### src/rtl/muldiv_if.sv
// Request/response bundle between decode/hazard logic and the multiply/divide unit.
interface muldiv_if;
  logic        start;
  logic [1:0]  op;
  logic [31:0] A;
  logic [31:0] B;
  logic        hi_we;
  logic        lo_we;
  logic [31:0] wdata;
  logic        busy;
  logic        done;
  logic        dz;
  logic [31:0] hi;
  logic [31:0] lo;

  modport master (output start, op, A, B, hi_we, lo_we, wdata,
                  input  busy, done, dz, hi, lo);
  modport slave  (input  start, op, A, B, hi_we, lo_we, wdata,
                  output busy, done, dz, hi, lo);
endinterface

### src/rtl/muldiv_unit.sv
// Iterative MULT/MULTU/DIV/DIVU into HI/LO, plus MTHI/MTLO service.
// MULDIV_DIVZ_EN: divide by zero short-circuits to DONE with dz=1 and HI/LO untouched.
module muldiv_unit #(
  parameter int ITER = 32
) (
  input logic      CLK,
  input logic      nRST,
  muldiv_if.slave  bus
);
  localparam logic [2:0] S_IDLE = 3'd0;
  localparam logic [2:0] S_PREP = 3'd1;
  localparam logic [2:0] S_ITER = 3'd2;
  localparam logic [2:0] S_FIX  = 3'd3;
  localparam logic [2:0] S_DONE = 3'd4;

  logic [2:0]  r_state;
  logic [1:0]  r_op;
  logic [31:0] r_a, r_b, r_hi, r_lo;
  logic [31:0] r_ph, r_pl, r_mc;
  logic [5:0]  r_cnt;
  logic        r_neg_p, r_neg_a;

  logic        w_idle, w_accept, w_divz, w_div, w_signed, w_ge, w_bz;
  logic [32:0] w_msum, w_rsh;
  logic [31:0] w_diff, w_mag_a, w_mag_b, w_q, w_r;
  logic [63:0] w_prod, w_prod_s;

  // DONE behaves as idle so a new op can issue with no gap
  assign w_idle   = (r_state == S_IDLE) || (r_state == S_DONE);
  assign w_accept = w_idle && bus.start;
`ifdef MULDIV_DIVZ_EN
  assign w_divz   = w_accept && bus.op[1] && (bus.B == 32'd0);
`else
  assign w_divz   = 1'b0;
`endif

  assign w_div    = r_op[1];
  assign w_signed = ~r_op[0];
  assign w_bz     = (r_b == 32'd0);
  assign w_mag_a  = (w_signed && r_a[31]) ? -r_a : r_a;
  assign w_mag_b  = (w_signed && r_b[31]) ? -r_b : r_b;

  // shift-add step: r_ph:r_pl holds partial product with multiplier in the low half
  assign w_msum   = {1'b0, r_ph} + (r_pl[0] ? {1'b0, r_mc} : 33'd0);
  // restoring step: r_ph is partial remainder, r_pl shifts dividend out / quotient in
  assign w_rsh    = {r_ph, r_pl[31]};
  assign w_ge     = (w_rsh >= {1'b0, r_mc});
  assign w_diff   = w_rsh[31:0] - r_mc;

  assign w_prod   = {r_ph, r_pl};
  assign w_prod_s = r_neg_p ? -w_prod : w_prod;
  assign w_q      = r_neg_p ? -r_pl : r_pl;
  assign w_r      = r_neg_a ? -r_ph : r_ph;

  always_ff @(posedge CLK or negedge nRST) begin
    if (!nRST) begin
      r_state <= S_IDLE;
      r_op    <= 2'd0;
      r_a     <= '0;
      r_b     <= '0;
      r_hi    <= '0;
      r_lo    <= '0;
      r_ph    <= '0;
      r_pl    <= '0;
      r_mc    <= '0;
      r_cnt   <= '0;
      r_neg_p <= 1'b0;
      r_neg_a <= 1'b0;
    end else begin
      case (r_state)
        S_IDLE, S_DONE: begin
          if (w_accept) begin
            r_op    <= bus.op;
            r_a     <= bus.A;
            r_b     <= bus.B;
            r_state <= w_divz ? S_DONE : S_PREP;
          end else begin
            r_state <= S_IDLE;
            if (bus.hi_we) r_hi <= bus.wdata;
            if (bus.lo_we) r_lo <= bus.wdata;
          end
        end
        S_PREP: begin
          r_neg_a <= w_signed && r_a[31];
          r_neg_p <= w_signed && (r_a[31] ^ r_b[31]);
          r_mc    <= w_mag_b;
          r_pl    <= w_mag_a;
          r_ph    <= '0;
          r_cnt   <= 6'(ITER - 1);
          r_state <= S_ITER;
        end
        S_ITER: begin
          if (w_div) begin
            r_ph <= w_ge ? w_diff : w_rsh[31:0];
            r_pl <= {r_pl[30:0], w_ge};
          end else begin
            r_ph <= w_msum[32:1];
            r_pl <= {w_msum[0], r_pl[31:1]};
          end
          if (r_cnt == 6'd0) r_state <= S_FIX;
          else               r_cnt   <= r_cnt - 6'd1;
        end
        S_FIX: begin
          if (w_div) begin
            // zero divisor reports the raw dividend, no sign fix-up
            if (w_bz) begin
              r_hi <= r_a;
              r_lo <= '1;
            end else begin
              r_hi <= w_r;
              r_lo <= w_q;
            end
          end else begin
            {r_hi, r_lo} <= w_prod_s;
          end
          r_state <= S_DONE;
        end
        default: r_state <= S_IDLE;
      endcase
    end
  end

`ifdef MULDIV_DIVZ_EN
  logic r_dz;
  always_ff @(posedge CLK or negedge nRST) begin
    if (!nRST) r_dz <= 1'b0;
    else       r_dz <= w_divz;
  end
  assign bus.dz = r_dz;
`else
  assign bus.dz = 1'b0;
`endif

  assign bus.busy = (r_state == S_PREP) || (r_state == S_ITER) || (r_state == S_FIX);
  assign bus.done = (r_state == S_DONE);
  assign bus.hi   = r_hi;
  assign bus.lo   = r_lo;
endmodule

### src/flat_wrapper.sv
// flat-port wrapper written by rule: the top's interface ports become plain ports
module muldiv_unit_flat 
#(
  parameter int ITER = 32
)
  (CLK, nRST, bus_start, bus_op, bus_A, bus_B, bus_hi_we, bus_lo_we, bus_wdata, bus_busy, bus_done, bus_dz, bus_hi, bus_lo);
  muldiv_if bus_i ();
  input logic CLK;
  input logic nRST;
  input wire logic [$bits(bus_i.start)-1:0] bus_start;
  input wire logic [$bits(bus_i.op)-1:0] bus_op;
  input wire logic [$bits(bus_i.A)-1:0] bus_A;
  input wire logic [$bits(bus_i.B)-1:0] bus_B;
  input wire logic [$bits(bus_i.hi_we)-1:0] bus_hi_we;
  input wire logic [$bits(bus_i.lo_we)-1:0] bus_lo_we;
  input wire logic [$bits(bus_i.wdata)-1:0] bus_wdata;
  output wire logic [$bits(bus_i.busy)-1:0] bus_busy;
  output wire logic [$bits(bus_i.done)-1:0] bus_done;
  output wire logic [$bits(bus_i.dz)-1:0] bus_dz;
  output wire logic [$bits(bus_i.hi)-1:0] bus_hi;
  output wire logic [$bits(bus_i.lo)-1:0] bus_lo;
  assign bus_i.start = bus_start;
  assign bus_i.op = bus_op;
  assign bus_i.A = bus_A;
  assign bus_i.B = bus_B;
  assign bus_i.hi_we = bus_hi_we;
  assign bus_i.lo_we = bus_lo_we;
  assign bus_i.wdata = bus_wdata;
  assign bus_busy = bus_i.busy;
  assign bus_done = bus_i.done;
  assign bus_dz = bus_i.dz;
  assign bus_hi = bus_i.hi;
  assign bus_lo = bus_i.lo;
  muldiv_unit #(.ITER(ITER)) u_core (.CLK(CLK), .nRST(nRST), .bus(bus_i));
endmodule
### config.mk
export PLATFORM = sky130hd
export DESIGN_NAME = muldiv_unit_flat
export DESIGN_NICKNAME = d
export VERILOG_FILES = /design/src/rtl/muldiv_if.sv /design/src/rtl/muldiv_unit.sv /design/src/flat_wrapper.sv
export SDC_FILE = /design/constraint.sdc
export NUM_CORES = 1
export LEC_CHECK = 0
export BUFFER_PORTS_ARGS = -buffer_cell sky130_fd_sc_hd__buf_4
export CAP_MARGIN = 20
export CORE_MARGIN = 3
export CORE_UTILIZATION = 46
export CTS_CLUSTER_DIAMETER = 150
export DETAILED_ROUTE_END_ITERATION = 7
export MAX_ROUTING_LAYER = met4
export PLACE_DENSITY = 0.64
export SETUP_SLACK_MARGIN = 0.05
export SYNTH_ARGS = -nofsm -noshare
export SYNTH_HDL_FRONTEND = slang
export SYNTH_SLANG_ARGS = --single-unit
### constraint.sdc
create_clock -name CLK -period 4.3 [get_ports CLK]
set_clock_uncertainty 0.1 [all_clocks]
set_input_delay 0.86 -clock CLK [delete_from_list [all_inputs] [get_ports CLK]]
set_output_delay 0.86 -clock CLK [all_outputs]
set_load 0.01 [all_outputs]
# ---- After elaboration in Yosys (flattened, before gate mapping)
# Index checks and enable logic that the tools add are counted.
dict set report word_totals {
  elab_cells 75
  output_inout_bits 67
  regBits 237
}
dict set report classes {
  reduce_logical 17
  magnitude_cmp 1
  n_addsub 8
  bitwise_logic 2
  muxes 26
  n_eq_ne 9
}
# op n
set op_table {}
lappend op_table {{two-way mux 32 bit} 16}
lappend op_table {{case mux 32 bit (2 select lines)} 4}
lappend op_table {{negator 32 bit} 4}
lappend op_table {{two-way mux 64 bit} 1}
lappend op_table {{negator 64 bit} 1}
lappend op_table {{adder 32 x 33 -> 33 bit} 1}
lappend op_table {{greater-or-equal comparator 33 x 32 -> 1 bit} 1}
lappend op_table {{logical NOT 32 bit} 1}
lappend op_table {{subtractor 32 bit} 1}
lappend op_table {{case mux 3 bit (4 select lines)} 1}
lappend op_table {{case mux 6 bit (2 select lines)} 1}
lappend op_table {{inequality test 2 bit (second input constant)} 4}
lappend op_table {{== test 3 x 2 -> 1 bit (second input constant)} 2}
lappend op_table {{logical NOT 6 bit} 1}
lappend op_table {{two-way mux 6 bit} 1}
lappend op_table {{AND reduction 3 bit} 2}
lappend op_table {{subtractor 6 x 1 -> 6 bit (second input constant)} 1}
lappend op_table {{logical AND 1 bit} 4}
lappend op_table {{AND reduction 2 bit} 2}
lappend op_table {{nonzero test 2 bit} 2}
lappend op_table {{== test 3 x 1 -> 1 bit (second input constant)} 1}
lappend op_table {{== test 3 bit (second input constant)} 1}
lappend op_table {{logical NOT 3 bit} 1}
lappend op_table {{logical OR 1 bit} 3}
lappend op_table {{6 further kinds} 6}

# ---- Depth between registers and ports, before layout
# Gate-level depths: netlist (run 1).
dict set report depth {
  word_depth 5
  ltp_mapped 16
}

# ---- Least setup slack after synthesis (run 1)
# No wires, ideal clock.
dict set report synth_timing {
  path_kind {register to register}
  start {reg u_core.r_pl[0]}
  end {reg u_core.r_ph[28]}
  required_time_ps 4064
  path_slack_ps 824
  synth_period_minus_slack_ps 3476
  setup_ps 136
  path_stages_with_launch 16
  arrival_ps 3240
  cell_sequence {dfrtp_1 > clkbuf_1 > inv_1 > clkbuf_1 > nor2_1 > ha_1 > and3_1 > a221oi_1 > o21ai_0 > nor3_1 > o21bai_1 > a221oi_1 > o21ai_0 > o21ai_0 > mux2i_1 > o211ai_1}
}
dict set report synth_between {
  elab_chain_cells 4
}
# item line
set synth_lines {}
lappend synth_lines {{from (decl)} muldiv_unit.sv:19} ;# logic [31:0] r_ph, r_pl, r_mc;
lappend synth_lines {{from (signal assigned)} muldiv_unit.sv:87} ;# r_pl <= w_mag_a;
lappend synth_lines {{from (signal assigned)} muldiv_unit.sv:95} ;# r_pl <= {r_pl[30:0], w_ge};
lappend synth_lines {{from (signal assigned)} muldiv_unit.sv:98} ;# r_pl <= {w_msum[0], r_pl[31:1]};
lappend synth_lines {{two-way mux 32 bit} muldiv_unit.sv:44} ;# assign w_msum = {1'b0, r_ph} + (r_pl[0] ? {1'b0, r_mc} : 33'd0);
lappend synth_lines {{adder 32 x 33 -> 33 bit} muldiv_unit.sv:44}
lappend synth_lines {{two-way mux 32 bit} muldiv_unit.sv:93} ;# if (w_div) begin
lappend synth_lines {{case mux 32 bit (2 select lines)} muldiv_unit.sv:70} ;# case (r_state)
lappend synth_lines {{to (signal assigned)} muldiv_unit.sv:94} ;# r_ph <= w_ge ? w_diff : w_rsh[31:0];
lappend synth_lines {{to (signal assigned)} muldiv_unit.sv:97} ;# r_ph <= w_msum[32:1];
lappend synth_lines {{to (decl)} muldiv_unit.sv:19}
# No other way between the ends.
# A chain may end at the register's enable or synchronous reset.

# ---- Worst setup path after layout (run 1)
dict set report layout_timing {
  start {reg u_core.r_pl[0]}
  end {reg u_core.r_ph[27]}
}
# Same word-level chain as after synthesis.

==> results of run 1 <==
flip-flops by register name (all words and copies together) (netlist names):
name and count:
u_core.bus.hi 32, u_core.bus.lo 32, u_core.r_a 32, u_core.r_b 32, u_core.r_cnt 6, u_core.r_mc 32, u_core.r_neg_a 1, u_core.r_neg_p 1
u_core.r_op 2, u_core.r_ph 32, u_core.r_pl 32, u_core.r_state 3
cells by family (layout without fill, tap and decap cells):
family | count (synthesis) | count (layout)
AO/OA/AOI/OAI | 643 | 643
XOR/XNOR | 203 | 203
adder cells (fa/ha/maj) | 72 | 72
buffers and inverters | 210 | 329
flip-flops | 237 | 237
multiplexers | 101 | 101
other | 1 | 1
AND/OR/NAND/NOR | 637 | 637
path summary, 6_finish.rpt:
kind / from / end / slack (ns) / cells past startpoint
setup / recovery: u_core.r_pl[0] / u_core.r_ph[27] / 0.37 / 14
hold / removal: nRST / u_core.r_ph[19] / 0.21 / 1
setup reg to reg: u_core.r_pl[0] / u_core.r_ph[27] / 0.37 / 14
hold reg to reg: u_core.r_mc[25] / u_core.r_mc[25] / 0.38 / 2
max in group asynchronous: nRST / u_core.r_b[11] / 2.95 / 2
min in group CLK: u_core.r_mc[25] / u_core.r_mc[25] / 0.38 / 2
Yosys cell counts, types with 40 or more instances:
library cell,count
nor3_1,51
o21ai_0,214
clkbuf_1,132
nor2_1,170
a21oi_1,139
xnor2_1,107
a21o_1,40
inv_1,61
ha_1,70
mux2_2,57
dfrtp_1,237
mux2i_1,44
o211ai_1,44
xor2_1,96
nand2_1,234
final cells by class:
type / instances / area [um2]
Multi-Input combinational cell: 1657 / 10730
Sequential cell: 237 / 5936
Fill cell: 3500 / 16780
Tap cell: 504 / 630.6
Timing Repair Buffer: 214 / 1672
Inverter: 63 / 236.5
Clock inverter: 11 / 121.4
Clock buffer: 41 / 850.8
timing repair:
item,in CTS,in global routing
setup endpoints to repair,0,2
hold buffers,0,0
resized for setup,0,2
endpoints found under the hold margin,0,0
buffers inserted,0,0
routing by layer:
metal,part of all wire (%),GRT usage (%),vias up
met3,9.1,6.146,70
li1,-,-,7738
met1,47,45.08,8025
met5,0,-,-
met2,41,42.14,735
met4,2.3,6.976,0
stage by stage:
stage	hold WS, ns	setup slack (ns)	util [%]
floorplan	0.3498	0.8240	-
global placement	0.3607	0.4338	51.86
detailed placement	0.3690	0.2976	51.86
CTS	0.2427	0.3017	54.49
global route	0.2671	0.05589	54.60
finish	0.2133	0.3738	54.60
worst max-delay path: cells and delay by family (launching register included):
family | cells | cell delay (ns)
AOI/OAI and AO/OA | 6 | 1.58
buffers and inverters | 2 | 0.60
and+or+nand+nor | 4 | 0.54
adders and majority gates | 1 | 0.40
DFF | 1 | 0.37
xor gates and xnor gates | 1 | 0.17
power by group:
| group | total, mW | switching, mW | internal (mW) |
|---|---|---|---|
| Sequential | 4.97 | 1.66 | 3.30 |
| Combinational | 10.2 | 6.03 | 4.18 |
| Clock | 2.52 | 1.03 | 1.49 |
cells in the final DEF, fill, tap and decap left out, types with 11 or more instances in the layout:
master / Yosys / final
nand3_1: 22 / 22
nor2_1: 170 / 169
mux2_2: 57 / 57
clkbuf_16: 0 / 29
a22oi_1: 12 / 12
a21oi_1: 139 / 137
buf_4: 2 / 209
a31oi_1: 15 / 15
or2_2: 11 / 11
inv_1: 61 / 61
or3_1: 25 / 25
o21ai_0: 214 / 213
nand2_1: 234 / 233
ha_1: 70 / 70
nor3_1: 51 / 51
a21o_1: 40 / 40
mux2i_1: 44 / 44
nand4_1: 19 / 19
xnor2_1: 107 / 107
nand2b_1: 12 / 12
nor4_1: 15 / 15
o211ai_1: 44 / 44
a221oi_1: 17 / 17
dfrtp_1: 237 / 235
o31ai_1: 26 / 26
xor2_1: 96 / 96
a211oi_1: 16 / 16
o22ai_1: 35 / 35
o21ai_1: 24 / 25
nor2b_1: 12 / 12
or4_1: 17 / 17
==> metrics.yaml, run 1 <==
status: "complete, no violations"
drt_wl_total_um: 60520
avgViaCountPerCell: 6.076
worst_pin_slew_ns: 1.058
cp.required_ns: 4.64
ys_seq_area_share_pct: 34.03
drt-initial-drc-count: 1652
synth_seq_cells: 237
grt_pass1_vias: 15890
syn_area_um2: 17430
slowest_delay_ns: 0.50
synth_adder_area_share_pct: 5.256
critPathKind: "flip-flop to flip-flop"
p_per_area_nw_per_um2: 876.9
die_w_um: 200.6
place_congestion: 0.9717
n_antenna_cell: 0
final_cell_area_um2: 20180
end_kind: "flip-flop"
synth_simple_gate_area_share_pct: 17.12
synth_mux_area_share_pct: 6.211
final-setup-viol-count: 0
yosys_warnings: 0
critPathMaxFanout: 23
final_nets: 2377
relSlewSlack_pct: 29.32
cts_tree: "built"
rsz0062_at_grt: "false"
yosysTopAreaCellShare_pct: 34.03
rows: 70
core-area_um2: 36960
total_power_mw: 17.70
placed_cell_area_um2: 19170
grt_max_degree: 94
fin_crit_sh_pct: 91.31
clkLatencyLatePin_ns: 0.59
start_kind: "flip-flop"
final_cells: 2727
hold_path.class: "input port to async pin"
die_h_um: 200.6
die_area_um2: 40250
portBuffers: 168
finalHoldViolCount: 0
max-clock-path-buffers: 3
gr-usage-all-layers_pct: 30.25
synth_edf_count: 0
synth_top_family_by_area: "compound AO/OA/AOI/OAI gates"
synth-main-ff-cell: "dfrtp_1"
tns_ns: 0
ant_nets: 0
antenna_found_initial: 0
start_util_pct: 47.15
clkTransAtPathRegs_ns: 0.07
remaining_drc_errors: 0
syn_nets: 2279
fin_crit_ns: 3.926
grt_overflow: 0
cp_data_arrival_time_ns: 4.27
maxSlewViolCount: 0
grt_pass1_wl_um: 94830
cts_sinks: 237
synthTopCellsByArea: "dfrtp_1 34%, o21ai_0 6.1%, xnor2_1 5.4%"
post_drt_wl_per_cell_um: 22.19
vdd_drop_max_mv: 0.5320
synthArstFlopShare_pct: 100.0
io-pin-count: 170
synthXorXnorAreaFrac_pct: 10.20
ys_types: 75
max_cap_viol_count: 0
cts_root_buf: "clkbuf_16"
synth.avg_cell_area_um2: 8.282
fmax_mhz: 254.7
dpl.hpwl_um: 45170
crit_chain: "inv_1 > buf_4 > nor2_1 > ha_1 > a2111o_1 > a21oi_1 > nor3_1 > o21ai_1 > nor4_1 > nor3_1 > o21ai_0 > a21oi_1 > xor2_1 > o21ai_0"
dp_cells: 2673
synth_compound_area_share_pct: 22.52
leakage_nw: 8.753
drive_gt1_share_pct: 15.97
firstDrtPassIters: 5
cts_made_buffers: 29
syn_to_final_growth_pct: 15.80
yosysTopAreaCell: "dfrtp_1"
slowest_stage: "a2111o_1"
ctsHtreeMaxLevel: 1
vias: 16570
syn_inst: 2104
(Power assumes the default switching activity.)
==> run 2: changes to the inputs <==
==> constraint.sdc (replaced) <==
create_clock -name CLK -period 4.3 [get_ports CLK]
set_clock_uncertainty 0.1 [all_clocks]
set_input_delay 0.645 -clock CLK [delete_from_list [all_inputs] [get_ports CLK]]
set_output_delay 0.645 -clock CLK [all_outputs]
set_load 0.01 [all_outputs]
==> metrics.yaml, run 2 (same netlist as run 1, synthesis figures left out) <==
gr-usage-all-layers_pct: 30.22  # was 30.25%
ctsHtreeMaxLevel: 1  # unchanged
grt_overflow: 0  # unchanged
reg2reg_slack_ns: 0.32  # was 0.37 ns
maxSlewViolCount: 0  # unchanged
cts_root_buf: "clkbuf_16"  # unchanged
post_drt_wl_per_cell_um: 22.17  # was 22.19 um
final_nets: 2371  # was 2377
r2r-start: "u_core.r_pl[31]"  # was u_core.r_pl[0]
placed_cell_area_um2: 19120  # was 19170 um2
clkTransAtPathRegs_ns: 0.07  # about the same
total_power_mw: 17.64  # was 17.70 mW
p_per_area_nw_per_um2: 877.3  # was 876.9 nW/um2
finalHoldViolCount: 0  # unchanged
remaining_drc_errors: 0  # unchanged
max-clock-path-buffers: 3  # unchanged
seqCellArea_um2: 5936  # unchanged
layout_commonest_cell: "dfrtp_1"  # unchanged
ant_nets: 0  # unchanged
fin_crit_sh_pct: 92.51  # was 91.31%
drive_gt1_share_pct: 15.66  # was 15.97%
tns_ns: 0  # unchanged
cp_data_arrival_time_ns: 4.33  # was 4.27 ns
end_kind: "flip-flop"  # unchanged
worstRegToRegCells: 14  # unchanged
dpl.hpwl_um: 45770  # was 45170 um
status: "complete, no violations"  # unchanged
fin_crit_ns: 3.978  # was 3.926 ns
hp-start: "bus_B[0]"
relSlewSlack_pct: 24.54  # was 29.32%
grt_pass1_wl_um: 94500  # was 94830 um
cts_sinks: 237  # unchanged
place_congestion: 0.9757  # was 0.9717
holdWs_ns: 0.1903  # was 0.2133 ns
fmax_mhz: 251.4  # was 254.7 MHz
cts_tree: "built"  # unchanged
drt-initial-drc-count: 1670  # was 1652
hold_path.class: "input port to flip-flop"  # was input port to async pin
drt_wl_total_um: 60330  # was 60520 um
final_cell_area_um2: 20110  # was 20180 um2
start_util_pct: 47.15  # unchanged
firstDrtPassIters: 6  # was 5
grt_max_degree: 90  # was 94
worst_pin_slew_ns: 1.132  # was 1.058 ns
switching_power_mw: 8.704  # was 8.720 mW
post_cts_buffers: 0  # unchanged
vdd_drop_max_mv: 0.5647  # was 0.5320 mV
clkLatencyLatePin_ns: 0.57  # was 0.59 ns
rsz0062_at_grt: "false"  # unchanged
combinationalPowerShare_pct: 57.5  # was 57.7%
pwr-share-clk_pct: 14.2  # was 14.3%
io-pin-count: 170  # unchanged
multi_input_area_um2: 10730  # about the same
die_h_um: 200.6  # unchanged
die_area_um2: 40250  # unchanged
core-area_um2: 36960  # unchanged
avgViaCountPerCell: 6.051  # was 6.076
holdPathStages: 3
cp.required_ns: 4.65  # was 4.64 ns
grt_pass1_vias: 15830  # was 15890
critPathKind: "flip-flop to flip-flop"  # unchanged
p_int_mw: 8.937  # was 8.976 mW
min_to: "u_core.r_b[0]"
rows: 70  # unchanged
syn_to_final_growth_pct: 15.39  # was 15.80%
r2r_end: "u_core.r_ph[30]"  # was u_core.r_ph[27]
max_cap_viol_count: 0  # unchanged
leakage_nw: 8.711  # was 8.753 nW
final-setup-viol-count: 0  # unchanged
mostFrequentLayoutCells: "235 x dfrtp_1, 233 x nand2_1, 213 x o21ai_0, 203 x buf_4, 169 x nor2_1"  # was 235 x dfrtp_1, 233 x nand2_1, 213 x o21ai_0, 209 x buf_4, 169 x nor2_1
critPathMaxFanout: 8  # was 23
antenna_found_initial: 3  # was 0
start_kind: "flip-flop"  # unchanged
cts_made_buffers: 29  # unchanged
portBuffers: 168  # unchanged
vias: 16470  # was 16570
die_w_um: 200.6  # unchanged
p_sw_share_pct: 49.34  # was 49.28%
n_fill_cell: 3554  # was 3500
p_seq_share_pct: 28.3  # was 28.1%
[run 2: changes by cell type in the layout (fill, tap and decap cells not counted), moves of 2 or more]
cell	before	now
clkbuf_8	8	5
clkinv_2	4	7
buf_4	209	203
diode_2	0	2
[run 2: power by group through the flow]
stage	sequential (mW)	combinational [mW]	clock, mW
2_1_floorplan	4.26	7.19	0
3_3_place_gp	4.92	9.85	0
3_5_place_dp	4.97	9.93	0
4_1_cts	4.94	9.99	2.55
5_1_grt	5.14	11.1	2.65
6_report	5.00	10.1	2.50
[run 2: critical path: stages (launching register included)]
cell and delay [ns]:
dfrtp_1 0.48, inv_1 0.12, ha_1 0.18, inv_1 0.06, fa_1 0.41, a21oi_1 0.28, o211ai_1 0.16, a31oi_1 0.36
a31oi_1 0.22, a221oi_1 0.46, o21a_1 0.23, o21ai_0 0.18, a311oi_1 0.35, xor2_1 0.18, o211ai_1 0.11
[run 2: worst max-delay path by stage]
stage                            to  depth (start not counted)  slack [ns]       startpoint
floorplan           u_core.r_ph[28]                         15        0.82   u_core.r_pl[0]
global placement    u_core.r_ph[27]                         14        0.54   u_core.r_pl[0]
detailed placement  u_core.r_ph[30]                         14        0.43  u_core.r_pl[31]
CTS                 u_core.r_ph[30]                         14        0.44  u_core.r_pl[31]
global route        u_core.r_ph[30]                         14        0.11  u_core.r_pl[31]
finish              u_core.r_ph[30]                         14        0.32  u_core.r_pl[31]
[run 2: stage by stage]
stage | std cells | worst slack (ns) | utilization (%)
floorplan | 2104 | 0.8240 | -
finish | 2722 | 0.3222 | 54.40
detailed placement | 2667 | 0.4311 | 51.73
global placement | 2667 | 0.5425 | 51.73
CTS | 2719 | 0.4375 | 54.37
global route | 2722 | 0.1102 | 54.40
[run 2: final cells by class]
cell class / instances / share of cell area (%)
Multi-Input combinational cell: 1657 / 53.34
Sequential cell: 237 / 29.52
Timing Repair Buffer: 208 / 8.002
Clock buffer: 37 / 4.007
Tap cell: 504 / 3.136
Inverter: 63 / 1.176
Clock inverter: 14 / 0.7902
Antenna cell: 2 / 0.02489
[run 2: layer usage]
layer  vias up  track usage [%]  wire length [um]  part of all wire [%]
li1       7712                -                 -                     -
met1      7933            44.76             27870                    46
met2       750            41.81             24870                    41
met3        77            6.762              6215                    10
met4         0            7.252              1381                   2.3
met5         -                -                 0                     0
[run 2: repair_timing]
item / CTS / global route
hold buffers: 1 / 0
endpoints found under the setup margin: 0 / 2
endpoints found under the hold margin: 6 / 0
resized for setup: 0 / 1
